<file path="config.mk">
export PLATFORM = sky130hd
export DESIGN_NAME = dest_reg_hazard_unit
export DESIGN_NICKNAME = d
export VERILOG_FILES = /design/src/rtl/dest_reg_hazard_unit.sv
export SDC_FILE = /design/constraint.sdc
export NUM_CORES = 1
export LEC_CHECK = 0
export BUFFER_PORTS_ARGS = -buffer_cell sky130_fd_sc_hd__buf_2
export CORE_MARGIN = 2
export CORE_UTILIZATION = 40
export DETAILED_ROUTE_END_ITERATION = 16
export GPL_ROUTABILITY_DRIVEN = 0
export PLACE_DENSITY = 0.64
export REMOVE_ABC_BUFFERS = 1
export SETUP_SLACK_MARGIN = 0.1
export SLEW_MARGIN = 30
export SYNTH_ARGS = -nofsm -noshare
export SYNTH_HDL_FRONTEND = slang
export SYNTH_SLANG_ARGS = --single-unit
</file>
<file path="constraint.sdc">
create_clock -name Clk -period 1.9 [get_ports Clk]
set_input_delay 0.38 -clock Clk [delete_from_list [all_inputs] [get_ports Clk]]
set_output_delay 0.38 -clock Clk [all_outputs]
set_load 0.005 [all_outputs]
</file>
<file path="src/rtl/dest_reg_hazard_unit.sv">
// dest_reg_hazard_unit
//   Data-hazard unit for a 5-stage pipeline. It takes the EX-stage destination
//   (after the RegDst mux), RegWrite and MemRead. It keeps its own MEM and WB
//   copies of the destination, and checks them against the sources of the ID
//   and EX instructions. From those matches it produces the pipeline stall and
//   the EX operand forwarding selects.
//
//   Ports
//     Clk, Reset_n          rising-edge clock, asynchronous active-low reset
//     rs_id, rt_id          source register numbers of the ID instruction
//     use_rs_id, use_rt_id  ID instruction actually reads rs / rt
//     flush_ex              ID instruction is discarded (bubble into EX)
//     wr_ex                 destination of the EX instruction
//     regwrite_ex           EX instruction writes wr_ex
//     memread_ex            EX instruction is a load
//     stall                 hold PC and IF/ID, bubble ID/EX (combinational)
//     fwd_a, fwd_b          EX operand select: 00 RF, 10 MEM, 01 WB
//     stall_cnt             saturating count of stalled cycles
//
//   Parameters
//     FWD_EN          1: forward from MEM/WB. 0: interlock until the producer
//                     has retired.
//     RF_WRITE_FIRST  1: the RF writes in the first half-cycle, so a WB match
//                     needs no interlock.
module dest_reg_hazard_unit #(
  parameter int REG_AW         = 5,
  parameter int FWD_EN         = 1,
  parameter int RF_WRITE_FIRST = 1,
  parameter int STALL_CNT_W    = 16
) (
  input  logic                   Clk,
  input  logic                   Reset_n,
  input  logic [REG_AW-1:0]      rs_id,
  input  logic [REG_AW-1:0]      rt_id,
  input  logic                   use_rs_id,
  input  logic                   use_rt_id,
  input  logic                   flush_ex,
  input  logic [REG_AW-1:0]      wr_ex,
  input  logic                   regwrite_ex,
  input  logic                   memread_ex,
  output logic                   stall,
  output logic [1:0]             fwd_a,
  output logic [1:0]             fwd_b,
  output logic [STALL_CNT_W-1:0] stall_cnt
);

  // EX-stage source copy and MEM/WB destination shadows.
  logic [REG_AW-1:0]      rs_q, rt_q, wr_m, wr_w;
  logic                   use_rs_q, use_rt_q, we_m, we_w;
  logic [STALL_CNT_W-1:0] cnt_q;

  logic id_ex_hit, id_m_hit, id_w_hit, stall_raw;

  // A source hits a producer only when both sides are live and the register
  // is not r0, which is hard-wired zero.
  function automatic logic hit(input logic use_b, input logic we_b,
                               input logic [REG_AW-1:0] src,
                               input logic [REG_AW-1:0] dst);
    return use_b & we_b & (src == dst) & (dst != '0);
  endfunction

  always_comb begin
    id_ex_hit = hit(use_rs_id, regwrite_ex, rs_id, wr_ex) |
                hit(use_rt_id, regwrite_ex, rt_id, wr_ex);
    id_m_hit  = hit(use_rs_id, we_m, rs_id, wr_m) |
                hit(use_rt_id, we_m, rt_id, wr_m);
    id_w_hit  = hit(use_rs_id, we_w, rs_id, wr_w) |
                hit(use_rt_id, we_w, rt_id, wr_w);

    stall_raw = 1'b0;
    if (FWD_EN != 0) begin
      // Only a load in EX cannot be forwarded in time.
      stall_raw = memread_ex & id_ex_hit;
    end else begin
      stall_raw = id_ex_hit | id_m_hit | ((RF_WRITE_FIRST == 0) & id_w_hit);
    end

    // A flushed ID instruction never needs to wait. Gating with Reset_n makes
    // the stall drop as soon as reset is asserted.
    stall = stall_raw & ~flush_ex & Reset_n;

    fwd_a = 2'b00;
    fwd_b = 2'b00;
    if (FWD_EN != 0) begin
      // MEM holds the younger producer, so it wins over WB.
      if (hit(use_rs_q, we_m, rs_q, wr_m))      fwd_a = 2'b10;
      else if (hit(use_rs_q, we_w, rs_q, wr_w)) fwd_a = 2'b01;
      if (hit(use_rt_q, we_m, rt_q, wr_m))      fwd_b = 2'b10;
      else if (hit(use_rt_q, we_w, rt_q, wr_w)) fwd_b = 2'b01;
    end
  end

  always_ff @(posedge Clk or negedge Reset_n) begin
    if (!Reset_n) begin
      rs_q     <= '0;
      rt_q     <= '0;
      use_rs_q <= 1'b0;
      use_rt_q <= 1'b0;
      wr_m     <= '0;
      we_m     <= 1'b0;
      wr_w     <= '0;
      we_w     <= 1'b0;
      cnt_q    <= '0;
    end else begin
      // The shadows follow the real pipeline, which advances past a stall:
      // the stall only bubbles EX.
      wr_m <= wr_ex;
      we_m <= regwrite_ex;
      wr_w <= wr_m;
      we_w <= we_m;
      if (flush_ex || stall) begin
        use_rs_q <= 1'b0;
        use_rt_q <= 1'b0;
      end else begin
        rs_q     <= rs_id;
        rt_q     <= rt_id;
        use_rs_q <= use_rs_id;
        use_rt_q <= use_rt_id;
      end
      if (stall && (cnt_q != '1)) begin
        cnt_q <= cnt_q + {{(STALL_CNT_W-1){1'b0}}, 1'b1};
      end
    end
  end

  assign stall_cnt = cnt_q;

endmodule

</file>
* Word level (Yosys, flattened, before mapping) *
Cells that the tools add are included.

operators by class
  bitwise gates (word level) = 23
  divide/modulo/power cells = 0
  reductions and logical operators = 5
  $lt $le $gt $ge = 0
  eq/ne operators = 7
  multiplexer cells = 6
  add/subtract/negate cells = 1
  $mul = 0
  shift-type cells = 0

operators with widths
  cell                                                              count
  5-bit == test                                                     6
  1-bit bitwise AND                                                 21
  16-bit by 1-bit adder with 16-bit output (second input constant)  1
  16-bit inequality test (second input constant)                    1
  5-bit nonzero test                                                3
  1-bit two-way mux                                                 4
  2-bit two-way mux                                                 2
  1-bit logical AND                                                 1
  1-bit logical OR                                                  1
  1-bit inverter                                                    1
  1-bit OR                                                          1

word-level totals
  input bits = 22
  ROM bits = 0
  memories = 0
  register bits = 40
  bits in latches = 0
  output and inout bits = 21
  bits in writable memories = 0
  logic and storage cells = 51

* Logic depth before layout (Yosys ltp) *
Gate-level depths: netlist of the first run.

  word-level depth = 9
  gate-level depth with buffers = 7

* Least setup slack after synthesis of the first run *
OpenSTA, ideal clock, no wires.

  path type = register to output
  start point = register wr_m[0]
  end point = output port fwd_b[0]
  required time = 1520 ps
  setup slack = 91 ps
  data arrival time = 1429 ps
  cell stages (with the launch flop) = 5
  cell sequence = dfrtp_1 -> or4_1 -> o21ai_0 -> nor3_1 -> nor3_1

between the ends
  longest elaborated chain between the ends = 4

ends and longest elaborated chain
  what                    line  text
  start, declared         48    logic [REG_AW-1:0] rs_q, rt_q, wr_m, wr_w;
  start signal, assigned  107   wr_m <= wr_ex;
  5-bit == test           59    return use_b & we_b & (src == dst) & (dst != '0);
  1-bit bitwise AND       59
  1-bit bitwise AND *     59
  2-bit two-way mux *     88    if (hit(use_rt_q, we_m, rt_q, wr_m)) fwd_b = 2'b10;
  end, declared           43    output logic [1:0] fwd_b,

Every way passes the cells marked *; elsewhere a longest branch is shown, timed or not.

* Worst setup path in the final report of the first run *
  start point = register wr_m[3]
  end point = output port fwd_b[0]

Same word-level chain as after synthesis.

==> summary.md, run 1 <==
| Metric | Value |
|---|---|
| Antenna violations before repair | `0` |
| Final Hold Fails | `0` |
| Vias in the first global route | `1445` |
| Buffers on Ports | `42` |
| Fmax | `471.2 MHz` |
| Most common cell in the netlist | `dfrtp_1` |
| Pwr Density | `686.1 mW/mm^2` |
| Wire length on met2 | `2052 microns` |
| Layout area overhead | `29.47%` |
| CTS tree | `done` |
| Width of the die | `74.10 microns` |
| Mux cell area share after synthesis | `0.06875` |
| Violated checks | `negative setup slack` |
| Die area | `0.005491 sq mm` |
| TNS Setup | `-0.5950 ns` |
| Clock Tree Root | `clkbuf_8` |
| Max Cap Viol | `0` |
| Hold_ws | `0.1894 ns` |
| Grt total ovfl | `0` |
| Synth Area in Compound Gates | `0.04328` |
| Largest cells by area after synthesis | `dfrtp_1 51%, xnor2_1 16%, mux2_2 6.3%, nand3_1 3.6%, xor2_1 3.6%` |
| Synth unique cells | `28` |
| Pleak | `1.146 nW` |
| Met3 wire len | `167 microns` |
| Per-cell routed wire length | `14.12 microns` |
| DRT antenna net count | `0` |
| Slew Limit Fails | `0` |
| Initial Utilization | `0.4162` |
| Drt pass-1 iters | `4` |
| Slew margin rel. | `0.6685` |
| Switching portion of total power | `0.2484` |
| DRC violations left | `0` |
| Clock network fraction of design power | `0.331` |
| Clock buffer depth | `2` |
| Status | `finished with violations` |
| CP startpoint kind | `register` |
| Psw | `0.4337 mW` |
| Initial DRC Count | `67` |
| Arrival time at the worst endpoint | `1.74 ns` |
| Placed Area | `0.002345 sq mm` |
| Final setup fails | `4` |
| Crit path capture type | `output port` |
| Post-synth EDFFs | `0` |
| Core Rows | `25` |
| H-tree levels | `2` |
| Vias/cell | `4.887` |
| Top cell type's share of synthesized area | `0.5092` |
| Hold Crit Class | `primary input to async pin` |
| Mapped Avg Cell Area | `11.84 sq um` |
| Diodes inserted | `0` |
| Seq/Total Area, Yosys | `0.5092` |
| Clock transition at the registers of the reported paths | `0.07 ns` |
| Int Pwr | `1.312 mW` |
| First-pass GRT wire length | `7038 microns` |
| Synth Cell Area | `0.001966 sq mm` |
| Register share of total power | `0.538` |
| Prevailing post-synth register cell | `dfrtp_1` |
| Largest family of logic cells by synthesized area | `XOR/XNOR gates` |
| Placed wire-length estimate | `3274 microns` |
| Worst slew pin tran | `0.4973 ns` |
| Cts-stage hold buffer count | `0` |
| #FFs+latches synth | `40` |
| Clock latency on the worst-skew pair | `0.29 ns` |
| Max VDD drop | `0.0003524 V` |
| Top cell type by total area after synthesis | `dfrtp_1` |
| Top layer in use | `met4` |
| Die height | `74.10 microns` |
| Combinational power share | `0.130` |
| Synth Area in Simple Gates | `0.1649` |
| Nets | `256` |
| Critical path class | `register to output port` |
| Pin count of the biggest net entering global routing | `41` |
| # fillers | `428` |
| RSZ-0062 raised after global routing | `true` |
| Core box area | `0.004723 sq mm` |
| Layout cells sized above 1 | `0.4060` |
| Final WL | `4251 microns` |
| Commonest cells in the netlist | `40 x dfrtp_1, 35 x xnor2_1, 14 x nand3_1` |
| Final instance area | `0.002545 sq mm` |
| Synth Area in XOR/XNOR | `0.1916` |
| TritonCTS buffer count | `5` |
| Synth warn | `0` |
| Max FO, Critical Path | `2` |
| Clk_skew | `0.008965 ns` |
| GRT Total Usage | `0.1742` |
| Vias | `1471` |
| Cells after Synth | `166` |
| Post-Synth Adder-Cell Area | `0.006365` |
| Post-route minimum period | `2.122 ns` |
| WL met1 | `1964 microns` |
| Clk sinks | `40` |
| Worst path required time | `1.52 ns` |
| Final worst slack | `-0.2224 ns` |
| Ys async rst share | `1.000` |
| Final period util | `1.117` |
| # IOs | `43` |
-- power groups by stage --
stage	registers, mW	clock network (mW)	logic (mW)
floorplan	0.943	0	0.118
global placement	0.951	0	0.212
detailed placement	0.954	0	0.214
CTS	0.938	0.594	0.220
global route	0.945	0.632	0.252
finish	0.940	0.578	0.228
-- state kept, by name, indices dropped and copies added, names as in the netlist --
name and cells:
rs_q 5, rt_q 5, stall_cnt 16, use_rs_q 1
use_rt_q 1, we_m 1, we_w 1, wr_m 5
wr_w 5
-- metal layers --
layer  vias to the layer above  track usage
li1                        721            -
met1                       713       0.2188
met2                        30       0.2927
met3                         7      0.04472
met4                         0      0.06061
met5                         -            0
-- cell type report --
class	count	area (sq um)	area share
clock buffer	8	90.09	0.03540
inverter	1	3.754	0.001475
multi-input combinational	122	994.7	0.3909
sequential	40	1001	0.3933
tap	67	83.83	0.03294
timing repair buffer	63	371.6	0.1460
-- metrics by stage --
stage / setup slack [ns] / cells / utilization / power [mW]
3_3_place_gp: 0.02026 / 287 / 0.4964 / 1.164
3_5_place_dp: -0.001059 / 287 / 0.4964 / 1.168
6_report: -0.2224 / 301 / 0.5388 / 1.746
2_1_floorplan: 0.09145 / 163 / - / 1.061
5_1_grt: -0.3066 / 301 / 0.5388 / 1.829
4_1_cts: -0.2073 / 296 / 0.5234 / 1.753
-- repair_timing --
item / in CTS / in global routing
endpoints found under the setup margin: 5 / 7
hold endpoints to repair: 0 / 0
pin swaps: 6 / 3
gates resized for setup: 7 / 7
gates cloned: 0 / 0
setup buffers: 1 / 5
-- critical path, stage by stage (launching register included) --
cell and delay [ns]:
dfrtp_1 0.38, or4_4 0.56, o21ai_4 0.18, nor3_2 0.05
nor3_1 0.13, buf_2 0.14
-- cells by family after synthesis --
| family | after synthesis |
|---|---|
| mux | 12 |
| simple gates | 58 |
| buf+inv | 4 |
| fa+ha+maj | 1 |
| compound gates | 8 |
| flops | 40 |
| xor+xnor | 43 |
-- layout by cell type, fill, tap and decap left out, drive strengths merged, types with 6 or more instances in the layout --
cell type | Yosys | routed
buf | 3 | 63
dfrtp | 40 | 40
xnor2 | 35 | 35
nand3 | 14 | 14
mux2 | 12 | 12
nand2 | 8 | 8
xor2 | 8 | 8
clkbuf | 0 | 8
nand4 | 7 | 7
and3 | 6 | 6
nor3 | 6 | 6
-- final timing paths --
| path | from | end | slack (ns) | cells after the start |
|---|---|---|---|---|
| max reg2reg | stall_cnt[8]$_DFFE_PN0P_ | stall_cnt[1]$_DFFE_PN0P_ | 0.20 | 5 |
| max in group asynchronous | Reset_n | stall_cnt[3]$_DFFE_PN0P_ | 1.36 | 2 |
| max | wr_m[3]$_DFF_PN0_ | fwd_b[0] | -0.22 | 5 |
| min | Reset_n | wr_w[2]$_DFF_PN0_ | 0.19 | 2 |
| min reg2reg | we_m$_DFF_PN0_ | we_w$_DFF_PN0_ | 0.44 | 0 |
| min in group Clk | regwrite_ex | we_m$_DFF_PN0_ | 0.23 | 1 |
No activity file was read; power rests on OpenSTA's default activity.
==> run 2: changes to the inputs <==
PLACE_DENSITY = not set   (was 0.64)
==> run 2 against run 1 <==
The flow still finishes with violations (negative setup slack). Global-route usage grew 0.077 points. Cell count shrank 1.0%. Critical endpoint unchanged. Routed wire length shrank 3.3%. Die area is the same. Clock power shrank 2%. Register-to-register slack is essentially flat. Sequential share of layout area grew 0.62 points. Non-clock buffer count shrank 3.
==> summary.md, run 2 (same netlist as run 1, synthesis figures left out) <==
| Metric | Value |
|---|---|
| # IOs | `43 (unchanged)` |
| Vias/cell | `4.856 (-0.64%)` |
| Worst path required time | `1.52 ns (about the same)` |
| Layout area overhead | `27.63%` |
| DRC violations left | `0 (unchanged)` |
| Clk_skew | `0.008180 ns (-0.0007849 ns)` |
| Clock latency on the worst-skew pair | `0.29 ns (about the same)` |
| RSZ-0062 raised after global routing | `true` |
| Worst path slowest cell | `or4_4` |
| Buf/Inv on CP | `1 (unchanged)` |
| Clk sinks | `40 (unchanged)` |
| Top delay family on crit path | `simple AND/OR/NAND/NOR gates` |
| Final period util | `1.118 (about the same)` |
| First-pass GRT wire length | `7134 microns (+1.4%)` |
| Slew margin rel. | `0.6698 (+0.001321)` |
| Vias | `1447 (-1.6%)` |
| Buffers on Ports | `42 (unchanged)` |
| Reg area | `0.001002 sq mm (+0.12%)` |
| Pleak | `1.124 nW (-1.9%)` |
| Vias in the first global route | `1464 (+1.3%)` |
| H-tree levels | `2 (unchanged)` |
| CTS tree | `done` |
| Clock transition at the registers of the reported paths | `0.08 ns (about the same)` |
| Layout cells sized above 1 | `0.3939 (-0.01204)` |
| CP startpoint kind | `register` |
| Drt pass-1 iters | `4 (unchanged)` |
| Placed wire-length estimate | `3291 microns (+0.51%)` |
| DRT antenna net count | `0 (unchanged)` |
| Pwr Density | `688.6 mW/mm^2 (+0.36%)` |
| Placed Area | `0.002345 sq mm (unchanged)` |
| Post-layout util | `0.5311 (-0.007682)` |
| Pin count of the biggest net entering global routing | `41 (unchanged)` |
| Initial Utilization | `0.4162 (unchanged)` |
| Cell Chain, Critical Path | `or4_4 -> o21ai_4 -> nor3_2 -> nor3_1 -> buf_2` |
| Max Cap Viol | `0 (unchanged)` |
| Most frequent cells in the layout | `42 x buf_2, 39 x dfrtp_1, 33 x xnor2_1` |
| Number of flip-flops in the largest register | `16 (unchanged)` |
| Final instance area | `0.002509 sq mm (-1.4%)` |
| Critical path class | `register to output port` |
| Initial DRC Count | `49 (-27%)` |
| Max VDD drop | `0.0004292 V (+22%)` |
| Core Rows | `25 (unchanged)` |
| Final WL | `4112 microns (-3.3%)` |
| Die height | `74.10 microns (unchanged)` |
| GRT Total Usage | `0.1750 (+0.0007712)` |
| Per-cell routed wire length | `13.80 microns (-2.3%)` |
| TritonCTS buffer count | `5 (unchanged)` |
| Slew Limit Fails | `0 (unchanged)` |
| Arrival time at the worst endpoint | `1.74 ns (about the same)` |
| Worst path max stage delay | `0.54 ns (-0.02 ns)` |
| Status | `finished with violations` |
| Post-route minimum period | `2.124 ns (+0.001686 ns)` |
| Die area | `0.005491 sq mm (unchanged)` |
| Final Hold Fails | `0 (unchanged)` |
| Violated checks | `negative setup slack` |
| Commonest non-fill, non-tap cell in the layout | `buf_2` |
| Max FO, Critical Path | `2 (unchanged)` |
| Final worst slack | `-0.2241 ns (-0.001686 ns)` |
| Clock Tree Root | `clkbuf_8` |
| Multi-input combinational cell area | `983.4 sq um (-1.1%)` |
| Antenna violations before repair | `0 (unchanged)` |
| Clock buffer depth | `2 (unchanged)` |
| Width of the die | `74.10 microns (unchanged)` |
| Hold Crit Class | `primary input to async pin` |
| Worst slack, placed | `-0.02356 ns (-0.02250 ns)` |
| Finished Layout Cells | `298 (-1.0%)` |
| # fillers | `436 (+1.9%)` |
| Cts-stage hold buffer count | `0 (unchanged)` |
| Diodes inserted | `0 (unchanged)` |
| Crit path capture type | `output port` |
| Fmax | `470.8 MHz (about the same)` |
| Core box area | `0.004723 sq mm (unchanged)` |
| Final setup fails | `4 (unchanged)` |
| Worst slew pin tran | `0.4953 ns (-0.001981 ns)` |
| Placed cells | `287 (unchanged)` |
| Nets | `253 (-1.2%)` |
| Grt total ovfl | `0 (unchanged)` |
==> run 2: per-layer routing <==
layer / wire [microns] / part of all wire / GRT usage / vias up
met2: 2019 / 0.49 / 0.2867 / 28
met4: 68 / 0.017 / 0.07273 / 0
li1: - / - / - / 711
met1: 1867 / 0.45 / 0.2282 / 701
met5: 0 / 0 / 0 / -
met3: 156 / 0.038 / 0.03388 / 7
==> run 2: what timing repair did <==
item                       CTS  global route
setup endpoints to repair    5            15
pin swaps                    3             5
resized for setup            4             9
gates cloned                 0             0
setup buffers                1             2
==> run 2: final cells by class <==
class                   instances  area share
repair buffers                 60      0.1377
inverters                       1    0.001496
well taps                      67     0.03342
flip-flops and latches         40      0.3995
clock buffers                   8     0.03591
multi-input cells             122      0.3920
==> run 2: path summary, 6_finish.rpt <==
kind                                          start                         to  slack [ns]  cells after the start
min in group Clk                        regwrite_ex             we_m$_DFF_PN0_        0.23                      1
max reg2reg                stall_cnt[7]$_DFFE_PN0P_  stall_cnt[10]$_DFFE_PN0P_        0.21                      6
max in group asynchronous                   Reset_n   stall_cnt[7]$_DFFE_PN0P_        1.35                      2
min                                         Reset_n          wr_w[4]$_DFF_PN0_        0.18                      2
min reg2reg                          we_m$_DFF_PN0_             we_w$_DFF_PN0_        0.44                      0
max                               wr_m[1]$_DFF_PN0_                   fwd_b[0]       -0.22                      5
==> run 2: per-stage QoR <==
| step | TNS (ns) | hold slack (ns) | power [mW] |
|---|---|---|---|
| after floorplan | 0 | 0.08441 | 1.061 |
| after global placement | 0 | 0.3697 | 1.164 |
| after detailed placement | -0.02356 | 0.3811 | 1.168 |
| after CTS | -0.5322 | 0.2077 | 1.744 |
| after global routing | -0.8040 | 0.2168 | 1.814 |
| final | -0.5880 | 0.1784 | 1.727 |
==> run 2: power breakdown <==
part / internal, mW / switching, mW
sequential: 0.891 / 0.0452
combinational: 0.120 / 0.101
clock: 0.296 / 0.273
total: 1.31 / 0.420
==> run 3: changes to the inputs <==
BUFFER_PORTS_ARGS = not set   (was -buffer_cell sky130_fd_sc_hd__buf_2)
DONT_BUFFER_PORTS = 1   (was not set)
==> run 3 against run 2 <==
The flow still finishes with violations (negative setup slack). Global-route usage fell by 0.58 points. Fmax rose by 6.4%. Cell count fell by 15%. Flip-flop and latch count did not move. Routed wire length fell by 0.73%. Die area did not move. Worst setup slack improved by 0.13 ns. Critical path depth fell by 1. Largest power group unchanged.
==> summary.md, run 3 (same netlist as run 1, synthesis figures left out) <==
| Metric | Value |
|---|---|
| Grt total ovfl | `0 (unchanged)` |
| Drt pass-1 iters | `4 (unchanged)` |
| DRT antenna net count | `0 (unchanged)` |
| Fmax | `500.7 MHz (+6.4%)` |
| Cell Chain, Critical Path | `or4_4 -> o21ai_4 -> nor3_2 -> nor3_2` |
| Final Hold Fails | `0 (unchanged)` |
| Max Cap Viol | `0 (unchanged)` |
| # IOs | `43 (unchanged)` |
| Post-route minimum period | `1.997 ns (-0.1270 ns)` |
| Die area | `0.005491 sq mm (unchanged)` |
| Die height | `74.10 microns (unchanged)` |
| Max FO, Critical Path | `2 (unchanged)` |
| Per-cell routed wire length | `16.20 microns (+17%)` |
| Slew margin rel. | `0.7746 (+0.1048)` |
| Top delay family on crit path | `simple AND/OR/NAND/NOR gates` |
| Worst r2r src | `stall_cnt[8]$_DFFE_PN0P_` |
| # fillers | `438 (+0.46%)` |
| Worst path max stage delay | `0.55 ns (about the same)` |
| CTS tree | `done` |
| Hold Startpoint | `wr_ex[4]` |
| Final worst slack | `-0.09714 ns (+0.1270 ns)` |
| Final setup fails | `4 (unchanged)` |
| Width of the die | `74.10 microns (unchanged)` |
| Final WL | `4082 microns (-0.73%)` |
| Layout cells sized above 1 | `0.2378 (-0.1561)` |
| RSZ-0062 raised after global routing | `true` |
| Core Rows | `25 (unchanged)` |
| Core box area | `0.004723 sq mm (unchanged)` |
| Worst path required time | `1.52 ns (about the same)` |
| Clk sinks | `40 (unchanged)` |
| Nets | `207 (-18%)` |
| Hold Crit Class | `primary input to register` |
| H-tree levels | `2 (unchanged)` |
| Worst path slowest cell | `or4_4` |
| Diodes inserted | `0 (unchanged)` |
| Worst slew pin tran | `0.3355 ns (-0.1598 ns)` |
| Buf/Inv on CP | `0 (-1)` |
| Final period util | `1.051 (-0.06683)` |
| Clock Tree Root | `clkbuf_8` |
| CP startpoint kind | `register` |
| CP dominant cell by count | `nor3_2` |
| Slew Limit Fails | `0 (unchanged)` |
| First-pass GRT wire length | `6748 microns (-5.4%)` |
| Max VDD drop | `0.0004570 V (+6.5%)` |
| Buffers on Ports | `0 (-100%)` |
| Pwr Density | `738.8 mW/mm^2 (+7.3%)` |
| Vias | `1327 (-8.3%)` |
| Crit path capture type | `output port` |
| Clock transition at the registers of the reported paths | `0.08 ns (about the same)` |
| Clock buffer depth | `2 (unchanged)` |
| Layout area overhead | `16.17%` |
| TritonCTS buffer count | `5 (unchanged)` |
| Clk_skew | `0.007914 ns (-0.0002654 ns)` |
| Worst r2r path cells | `5 (-1)` |
| GRT Total Usage | `0.1692 (-0.005816)` |
| CP startpoint | `wr_m[3]$_DFF_PN0_` |
| Most frequent cells in the layout | `40 x dfrtp_1, 35 x xnor2_1, 14 x nand3_1` |
| Critical path depth in cells | `4 (-1)` |
| Critical path class | `register to output port` |
| Arrival time at the worst endpoint | `1.62 ns (-0.12 ns)` |
| Initial DRC Count | `59 (+20%)` |
| Pleak | `0.9184 nW (-18%)` |
| Violated checks | `negative setup slack` |
| DRC violations left | `0 (unchanged)` |
| Initial Utilization | `0.4162 (unchanged)` |
| Placed wire-length estimate | `3170 microns (-3.7%)` |
| Pin count of the biggest net entering global routing | `41 (unchanged)` |
| Worst slack, placed | `0.01901 ns (+0.04258 ns)` |
| Setup bufs post-CTS | `0 (-1)` |
| Total power | `1.687 mW (-2.3%)` |
| Final instance area | `0.002283 sq mm (-9.0%)` |
| Min-Delay Path Depth | `0` |
| Vias/cell | `5.266 (+8.4%)` |
| Commonest non-fill, non-tap cell in the layout | `dfrtp_1` |
| Placed Area | `0.002112 sq mm (-9.9%)` |
| Post-layout util | `0.4834 (-0.04768)` |
| Vias in the first global route | `1394 (-4.8%)` |
| Number of flip-flops in the largest register | `16 (unchanged)` |
| Status | `finished with violations` |
| Clock latency on the worst-skew pair | `0.29 ns (about the same)` |
| Antenna violations before repair | `1 (+1)` |
run 3: area by class of cell:
type                            count  area [sq um]  area share
Clock inverter                      2         10.01    0.004384
Sequential cell                    40          1001      0.4384
Timing Repair Buffer               14         120.1     0.05260
Multi-Input combinational cell    122         982.2      0.4301
Clock buffer                        6         82.58     0.03616
Tap cell                           67         83.83     0.03671
Inverter                            1         3.754    0.001644
run 3: power breakdown:
group | internal [mW] | switching, mW
registers | 0.891 | 0.0453
clock network | 0.290 | 0.285
logic | 0.0989 | 0.0769
run 3: metrics by stage:
step                cells  hold slack [ns]  setup TNS, ns
floorplan             163          0.08441              0
global placement      242          0.08549              0
detailed placement    242          0.08541              0
CTS                   252           0.1002        -0.4275
global route          252          0.08941        -0.5994
finish                252           0.1073        -0.3821
run 3: routing by layer:
| layer | vias to the layer above | global-route usage | part of all wire |
|---|---|---|---|
| met1 | 658 | 0.2009 | 0.42 |
| met2 | 35 | 0.2748 | 0.49 |
| met3 | 10 | 0.06640 | 0.069 |
| li1 | 622 | - | - |
| met5 | - | 0 | 0.0024 |
| met4 | 2 | 0.07071 | 0.024 |
run 3: worst paths after layout:
check / to / slack [ns]
worst max-delay path: fwd_b[0] / -0.1
worst min-delay path: wr_m[4]$_DFF_PN0_ / 0.11
worst max register to register: stall_cnt[1]$_DFFE_PN0P_ / 0.21
worst min register to register: we_w$_DFF_PN0_ / 0.45
max in group asynchronous: stall_cnt[3]$_DFFE_PN0P_ / 1.16
min in group asynchronous: wr_w[4]$_DFF_PN0_ / 0.53
run 3: what timing repair did:
action                                  CTS  global route
endpoints found under the setup margin    5             7
gates resized for setup                  10             2
gates cloned                              0             0
pin swaps                                 6             1
hold buffers                              2             0
endpoints found under the hold margin    40             0
